`src/rtl/multicycle_controller.sv`:
```
// ============================================================================
//  Module   : multicycle_controller
//  Function : RV32I multi-cycle sequencer for a single unified memory port
//  Revision : 1.0  initial release
// ============================================================================
`default_nettype none

module multicycle_controller #(
  parameter int MEM_TIMEOUT = 16,
  parameter int TO_W        = 8
) (
  input  logic       clk,
  input  logic       reset,
  input  logic [6:0] opcode,
  input  logic [2:0] funct3,
  input  logic [6:0] funct7,
  input  logic       zero,
  input  logic       mem_ready,
  output logic       mem_req,
  output logic       mem_write,
  output logic       adr_src,
  output logic       ir_write,
  output logic       pc_write,
  output logic       reg_write,
  output logic [1:0] result_src,
  output logic [1:0] alu_src_a,
  output logic [1:0] alu_src_b,
  output logic [3:0] alu_control,
  output logic [2:0] imm_src,
  output logic       instr_done,
  output logic       illegal,
  output logic       bus_error,
  output logic [3:0] state
);

  typedef enum logic [3:0] {
    S_FETCH = 4'd0, S_DECODE = 4'd1, S_MEMADR = 4'd2, S_MEMREAD = 4'd3,
    S_MEMWB = 4'd4, S_MEMWRITE = 4'd5, S_EXECR = 4'd6, S_EXECI = 4'd7,
    S_ALUWB = 4'd8, S_BRANCH = 4'd9, S_JAL = 4'd10, S_JALR = 4'd11,
    S_JALR2 = 4'd12, S_LUI = 4'd13, S_AUIPC = 4'd14, S_TRAP = 4'd15
  } state_t;

  localparam logic [3:0] c_add = 4'd0, c_sub = 4'd1, c_sll = 4'd2, c_srl = 4'd3,
                         c_sra = 4'd4, c_slt = 4'd5, c_sltu = 4'd6, c_xor = 4'd7,
                         c_or = 4'd8, c_and = 4'd9;
  localparam logic [2:0] c_imm_i = 3'd0, c_imm_s = 3'd1, c_imm_b = 3'd2,
                         c_imm_j = 3'd3, c_imm_u = 3'd4;
  localparam logic [TO_W-1:0] c_wait_limit = TO_W'(MEM_TIMEOUT - 1);

  state_t          r_state, w_next;
  logic [TO_W-1:0] r_wait_cnt;
  logic            r_illegal, r_bus_error;
  logic            w_timeout;
  logic            w_mem_req, w_mem_write, w_adr_src, w_ir_write, w_pc_write;
  logic            w_reg_write, w_instr_done;
  logic [1:0]      w_result_src, w_alu_src_a, w_alu_src_b;
  logic [3:0]      w_alu_control;
  logic [2:0]      w_imm_src;

  always_comb begin
    w_next        = r_state;
    w_timeout     = 1'b0;
    w_mem_req     = 1'b0;
    w_mem_write   = 1'b0;
    w_adr_src     = 1'b0;
    w_ir_write    = 1'b0;
    w_pc_write    = 1'b0;
    w_reg_write   = 1'b0;
    w_instr_done  = 1'b0;
    w_result_src  = 2'b00;
    w_alu_src_a   = 2'b00;
    w_alu_src_b   = 2'b00;
    w_alu_control = c_add;
    w_imm_src     = c_imm_i;
    case (r_state)
      S_FETCH: begin
        w_mem_req = 1'b1;
        if (mem_ready) begin
          w_ir_write   = 1'b1;
          w_pc_write   = 1'b1;
          w_alu_src_b  = 2'b10;
          w_result_src = 2'b10;
          w_next       = S_DECODE;
        end
      end
      S_DECODE: begin
        w_alu_src_a = 2'b01;
        w_alu_src_b = 2'b01;
        w_imm_src   = (opcode == 7'b1101111) ? c_imm_j : c_imm_b;
        case (opcode)
          7'b0000011, 7'b0100011: w_next = S_MEMADR;
          7'b0110011:             w_next = S_EXECR;
          7'b0010011:             w_next = S_EXECI;
          7'b1100011:             w_next = S_BRANCH;
          7'b1101111:             w_next = S_JAL;
          7'b1100111:             w_next = S_JALR;
          7'b0110111:             w_next = S_LUI;
          7'b0010111:             w_next = S_AUIPC;
          default:                w_next = S_TRAP;
        endcase
      end
      S_MEMADR: begin
        w_alu_src_a = 2'b10;
        w_alu_src_b = 2'b01;
        w_imm_src   = (opcode == 7'b0000011) ? c_imm_i : c_imm_s;
        w_next      = (opcode == 7'b0000011) ? S_MEMREAD : S_MEMWRITE;
      end
      S_MEMREAD: begin
        w_mem_req = 1'b1;
        w_adr_src = 1'b1;
        if (mem_ready) w_next = S_MEMWB;
      end
      S_MEMWB: begin
        w_result_src = 2'b01;
        w_reg_write  = 1'b1;
        w_instr_done = 1'b1;
        w_next       = S_FETCH;
      end
      S_MEMWRITE: begin
        w_mem_req   = 1'b1;
        w_mem_write = 1'b1;
        w_adr_src   = 1'b1;
        if (mem_ready) begin
          w_instr_done = 1'b1;
          w_next       = S_FETCH;
        end
      end
      S_EXECR: begin
        w_alu_src_a = 2'b10;
        w_next      = S_ALUWB;
        case ({funct7, funct3})
          10'b0000000_000: w_alu_control = c_add;
          10'b0100000_000: w_alu_control = c_sub;
          10'b0000000_001: w_alu_control = c_sll;
          10'b0000000_010: w_alu_control = c_slt;
          10'b0000000_011: w_alu_control = c_sltu;
          10'b0000000_100: w_alu_control = c_xor;
          10'b0000000_101: w_alu_control = c_srl;
          10'b0100000_101: w_alu_control = c_sra;
          10'b0000000_110: w_alu_control = c_or;
          10'b0000000_111: w_alu_control = c_and;
          default:         w_next = S_TRAP;
        endcase
      end
      S_EXECI: begin
        w_alu_src_a = 2'b10;
        w_alu_src_b = 2'b01;
        w_next      = S_ALUWB;
        case (funct3)
          3'b000: w_alu_control = c_add;
          3'b010: w_alu_control = c_slt;
          3'b011: w_alu_control = c_sltu;
          3'b100: w_alu_control = c_xor;
          3'b110: w_alu_control = c_or;
          3'b111: w_alu_control = c_and;
          3'b001: begin
            if (funct7 == 7'b0000000) w_alu_control = c_sll;
            else                      w_next = S_TRAP;
          end
          default: begin
            if (funct7 == 7'b0000000)      w_alu_control = c_srl;
            else if (funct7 == 7'b0100000) w_alu_control = c_sra;
            else                           w_next = S_TRAP;
          end
        endcase
      end
      S_ALUWB: begin
        w_reg_write  = 1'b1;
        w_instr_done = 1'b1;
        w_next       = S_FETCH;
      end
      S_BRANCH: begin
        w_alu_src_a  = 2'b10;
        w_instr_done = 1'b1;
        w_next       = S_FETCH;
        case (funct3)
          3'b000: begin w_alu_control = c_sub;  w_pc_write = zero;  end
          3'b001: begin w_alu_control = c_sub;  w_pc_write = !zero; end
          3'b100: begin w_alu_control = c_slt;  w_pc_write = !zero; end
          3'b101: begin w_alu_control = c_slt;  w_pc_write = zero;  end
          3'b110: begin w_alu_control = c_sltu; w_pc_write = !zero; end
          3'b111: begin w_alu_control = c_sltu; w_pc_write = zero;  end
          default: begin
            w_instr_done = 1'b0;
            w_next       = S_TRAP;
          end
        endcase
      end
      S_JAL: begin
        w_alu_src_a = 2'b01;
        w_alu_src_b = 2'b10;
        w_pc_write  = 1'b1;
        w_next      = S_ALUWB;
      end
      // rd written first; rs1 was already latched into register A in DECODE
      S_JALR: begin
        w_alu_src_a  = 2'b01;
        w_alu_src_b  = 2'b10;
        w_result_src = 2'b10;
        w_reg_write  = 1'b1;
        w_next       = S_JALR2;
      end
      S_JALR2: begin
        w_alu_src_a  = 2'b10;
        w_alu_src_b  = 2'b01;
        w_result_src = 2'b10;
        w_pc_write   = 1'b1;
        w_instr_done = 1'b1;
        w_next       = S_FETCH;
      end
      S_LUI: begin
        w_alu_src_a = 2'b11;
        w_alu_src_b = 2'b01;
        w_imm_src   = c_imm_u;
        w_next      = S_ALUWB;
      end
      S_AUIPC: begin
        w_alu_src_a = 2'b01;
        w_alu_src_b = 2'b01;
        w_imm_src   = c_imm_u;
        w_next      = S_ALUWB;
      end
      default: w_next = S_TRAP;
    endcase
    // a ready response on the limit cycle never reaches here: only stalled cycles time out
    if ((MEM_TIMEOUT != 0) && w_mem_req && !mem_ready && (r_wait_cnt == c_wait_limit)) begin
      w_timeout = 1'b1;
      w_next    = S_TRAP;
    end
  end

  always_ff @(posedge clk) begin
    if (reset) begin
      r_state     <= S_FETCH;
      r_wait_cnt  <= '0;
      r_illegal   <= 1'b0;
      r_bus_error <= 1'b0;
    end else begin
      r_state <= w_next;
      if (w_next == S_TRAP) r_illegal <= 1'b1;
      if (w_timeout) r_bus_error <= 1'b1;
      if ((w_next != r_state) &&
          ((w_next == S_FETCH) || (w_next == S_MEMREAD) || (w_next == S_MEMWRITE)))
        r_wait_cnt <= '0;
      else if (w_mem_req && !mem_ready)
        r_wait_cnt <= r_wait_cnt + 1'b1;
    end
  end

  assign mem_req     = !reset && w_mem_req;
  assign mem_write   = !reset && w_mem_write;
  assign adr_src     = !reset && w_adr_src;
  assign ir_write    = !reset && w_ir_write;
  assign pc_write    = !reset && w_pc_write;
  assign reg_write   = !reset && w_reg_write;
  assign instr_done  = !reset && w_instr_done;
  assign illegal     = !reset && r_illegal;
  assign bus_error   = !reset && r_bus_error;
  assign result_src  = reset ? 2'b00 : w_result_src;
  assign alu_src_a   = reset ? 2'b00 : w_alu_src_a;
  assign alu_src_b   = reset ? 2'b00 : w_alu_src_b;
  assign alu_control = reset ? 4'd0  : w_alu_control;
  assign imm_src     = reset ? 3'd0  : w_imm_src;
  assign state       = reset ? 4'd0  : r_state;

endmodule

`default_nettype wire

```
`config.mk`:
```
export PLATFORM = sky130hd
export DESIGN_NAME = multicycle_controller
export DESIGN_NICKNAME = d
export VERILOG_FILES = /design/src/rtl/multicycle_controller.sv
export SDC_FILE = /design/constraint.sdc
export NUM_CORES = 1
export LEC_CHECK = 0
export ABC_AREA = 0
export CAP_MARGIN = 5
export CORE_MARGIN = 2
export CORE_UTILIZATION = 52
export CTS_CLUSTER_DIAMETER = 200
export DETAILED_ROUTE_END_ITERATION = 16
export PLACE_DENSITY = 0.94
export SLEW_MARGIN = 25
export SYNTH_ARGS = -nofsm -noshare
export SYNTH_HDL_FRONTEND = slang
export SYNTH_SLANG_ARGS = --single-unit
```
`constraint.sdc`:
```
create_clock -name clk -period 4.1 [get_ports clk]
set_input_delay 0.82 -clock clk [delete_from_list [all_inputs] [get_ports clk]]
set_output_delay 0.82 -clock clk [all_outputs]
set_load 0.02 [all_outputs]
```
==> impl_metrics.env, run 1 <==
export IMPL_status="complete, no violations"
export IMPL_nets=309
export IMPL_cts_sinks=14
export IMPL_port_buffers=46
export IMPL_die_area_mm2=0.00368
export IMPL_grt_usage_pct=23.7
export IMPL_grt_pass1_wl_mm=6.89
export IMPL_numCtsBuffers=3
export IMPL_grt_pass1_vias=1579
export IMPL_clock_latency_ps=270
export IMPL_die_w_um=60.7
export IMPL_cp_start_kind="input port"
export IMPL_wire_per_inst_um=13.1
export IMPL_crit_path_start="funct7[2]"
export IMPL_die_h_um=60.7
export IMPL_synthXorXnorAreaFrac_pct=6.81
export IMPL_post_route_drc_count=0
export IMPL_grt_max_degree=25
export IMPL_antenna_found_initial=0
export IMPL_synth_top_family_by_area="simple AND/OR/NAND/NOR gates"
export IMPL_num_antenna_cells=0
export IMPL_initial_utilization_pct=54.8
export IMPL_yosys_area_top_type_share_pct=16.8
export IMPL_maxSlewViolCount=0
export IMPL_vias=1945
export IMPL_tightest_slew_ps=787
export IMPL_root_buffer="clkbuf_4"
export IMPL_hold_viol=0
export IMPL_drt_initial_drc_count=113
export IMPL_core_mm2=0.00305
export IMPL_via_per_inst=5.89
export IMPL_cts_clk_slew_worst_paths_ps=80
export IMPL_ios=47
export IMPL_crit_type="in2out"
export IMPL_yosysWarnings=0
export IMPL_synthAdderAreaFrac_pct=0.749
export IMPL_ant_nets=0
export IMPL_hp_start="r_bus_error"
export IMPL_p_total_mw=1.15
export IMPL_avgSynthCellArea_um2=6.77
export IMPL_synth_compound_area_share_pct=29.3
export IMPL_use_met2_pct=39.5
export IMPL_seq_area_frac_synth_pct=16.8
export IMPL_grt_busiest_layer="met2"
export IMPL_hold_class="reg2reg"
export IMPL_cts_hold_buf=0
export IMPL_critPathCaptureType="output port"
export IMPL_netlist_instances=247
export IMPL_cp_arrival_ps=3130
export IMPL_crit_required_ps=3280
export IMPL_htree_num_levels=1
export IMPL_cp_max_fo=4
export IMPL_fin_area_mm2=0.00221
export IMPL_power_density_mw_per_mm2=519
export IMPL_total_leakage_power_nw=0.820
export IMPL_routed_wl_mm=4.34
export IMPL_max_vdd_ir_drop_mv=0.414
export IMPL_max_cap_viol_count=0
export IMPL_clock_path_buffers=2
export IMPL_cts_setup_buffers=0
export IMPL_synth_simple_gate_area_share_pct=37.7
export IMPL_fmax_mhz=253
export IMPL_synth_enable_flop_cells=0
export IMPL_finalClockSkew_ps=2.56
export IMPL_cts_tree="yes"
export IMPL_place_area_mm2=0.00216
export IMPL_ys_seq_elements=14
export IMPL_gp_congestion=0.915
export IMPL_area_growth_pct=32.1
export IMPL_muxShareOfSynthArea_pct=1.87
export IMPL_mappedNetlistArea_mm2=0.00167
export IMPL_slew_headroom_pct=47.5
export IMPL_period_needed_ps=3950
export IMPL_ys_async_sr_fraction_pct=0
export IMPL_setup_violations=0
export IMPL_use_met3_pct=4.26
export IMPL_worstReg2RegStart="r_state[0]"
export IMPL_row_count=20
export IMPL_yosys_area_top_type="dfxtp_1"
export IMPL_synth_top_flop_cell="dfxtp_1"
export IMPL_synth_cell_types=60
export IMPL_gr_usage_met1_pct=33.0
export IMPL_finalCritPeriodShare_pct=96.3
export IMPL_overflow=0
export IMPL_drtPass1Iterations=4
export IMPL_rsz0062_at_grt="no"
export IMPL_synth_nets=269
export IMPL_yosys_top_cells_area="dfxtp_1 (17%), nor2_1 (7.9%), nor3_1 (5.7%), nor2b_1 (5.2%), nand2_1 (4.0%)"
export IMPL_drive_gt1_share_pct=8.39
export IMPL_dp_hpwl_mm=3.28
report_power, final:
part           switching (mW)  leakage, nW  internal [mW]  total [mW]
logic                   0.472        0.686          0.354       0.826
clock network          0.0418       0.0210         0.0540      0.0959
registers              0.0673        0.114          0.157       0.225
total                   0.581        0.820          0.566        1.15
worst max-delay path, cell delays in order:
cell and delay (ps):
clkdlybuf4s50_1 390, or4_1 550, nor3_2 170, nand3_1 200
nor2_4 180, nor2b_1 60, nor3_1 120, clkdlybuf4s50_1 620
sequential cells by signal, indices dropped and copies added (netlist names):
name,flops
r_wait_cnt,8
r_state,4
r_illegal,1
r_bus_error,1
cell usage after synthesis, drive strengths merged, types with 2 or more instances:
library cell	instances
a221oi	2
nand2b	3
a21o	4
nor4b	2
nand2	18
inv	9
a31oi	4
o21a	7
a21oi	11
xnor2	7
and3b	2
a211oi	3
xor2	6
nor4	8
mux2i	2
nor2	35
nor3	21
o21ai	12
nor3b	3
nor2b	14
a22oi	3
o22ai	3
dfxtp	14
buf	7
clkbuf	11
nand3	10
o211ai	2
o31ai	3
cell usage in the layout, fill, tap and decap left out, drive strengths merged, types with 3 or more instances in the layout:
cell type | Yosys | final
xor2 | 6 | 6
dfxtp | 14 | 14
nor2b | 14 | 14
nand2b | 3 | 3
o21a | 7 | 7
o22ai | 3 | 3
buf | 7 | 7
a211oi | 3 | 3
nor4 | 8 | 8
xnor2 | 7 | 7
inv | 9 | 9
a21oi | 11 | 11
o31ai | 3 | 3
a21o | 4 | 4
nor2 | 35 | 35
nor3 | 21 | 21
clkbuf | 11 | 4
nor3b | 3 | 3
a22oi | 3 | 3
a31oi | 4 | 4
o21ai | 12 | 12
clkdlybuf4s50 | 0 | 43
nand3 | 10 | 10
nand2 | 18 | 18
kinds of logic after synthesis:
kind of cell,Yosys count
flip-flops,14
buffers and inverters,27
adder cells (fa/ha/maj),1
AO/OA/AOI/OAI,66
AND/OR/NAND/NOR,123
XOR/XNOR,13
multiplexers,3
final cells by class:
| type | count | area, µm² |
|---|---|---|
| Fill cell | 277 | 845 |
| Sequential cell | 14 | 280 |
| Clock buffer | 4 | 36.3 |
| Timing Repair Buffer | 53 | 517 |
| Inverter | 9 | 33.8 |
| Tap cell | 44 | 55.1 |
| Multi-Input combinational cell | 206 | 1290 |
repair_timing:
action / 4_1_cts / 5_1_grt
pin swaps: 1 / 0
endpoints found under the setup margin: 2 / 3
resized for setup: 2 / 4
cloned: 0 / 0
stage by stage:
step | hold slack (ps) | util (%) | setup slack (ps) | cells | setup TNS, ps
5_1_grt | 501 | 72.3 | 17.8 | 330 | 0
3_5_place_dp | 459 | 70.7 | -48.6 | 326 | -57.1
3_3_place_gp | 445 | 70.7 | -57.4 | 326 | -57.4
4_1_cts | 478 | 72.0 | 34.2 | 330 | 0
2_1_floorplan | 432 | - | 829 | 247 | 0
6_report | 470 | 72.3 | 153 | 330 | 0
metal layers:
layer / vias up / routed length, µm / share of wire [%]
li1: 980 / - / -
met1: 869 / 2040 / 47
met2: 96 / 1940 / 45
met3: 0 / 355 / 8.2
met4: 0 / 0 / 0
met5: - / 0 / 0
worst paths after layout:
| check | end | cells after the start | slack (ps) |
|---|---|---|---|
| min | r_bus_error | 2 | 470 |
| max | alu_control[3] | 8 | 150 |
| min reg2reg | r_bus_error | 2 | 470 |
| max reg2reg | r_wait_cnt[3] | 8 | 1240 |
(Power assumes the default switching activity.)
==> run 2, diff against run 1 <==
CAP_MARGIN = 20   (was 5)
GPL_ROUTABILITY_DRIVEN = 1   (was default)
==> results of run 2 <==
Final layout, timing and power as in run 1 (identical DEF).
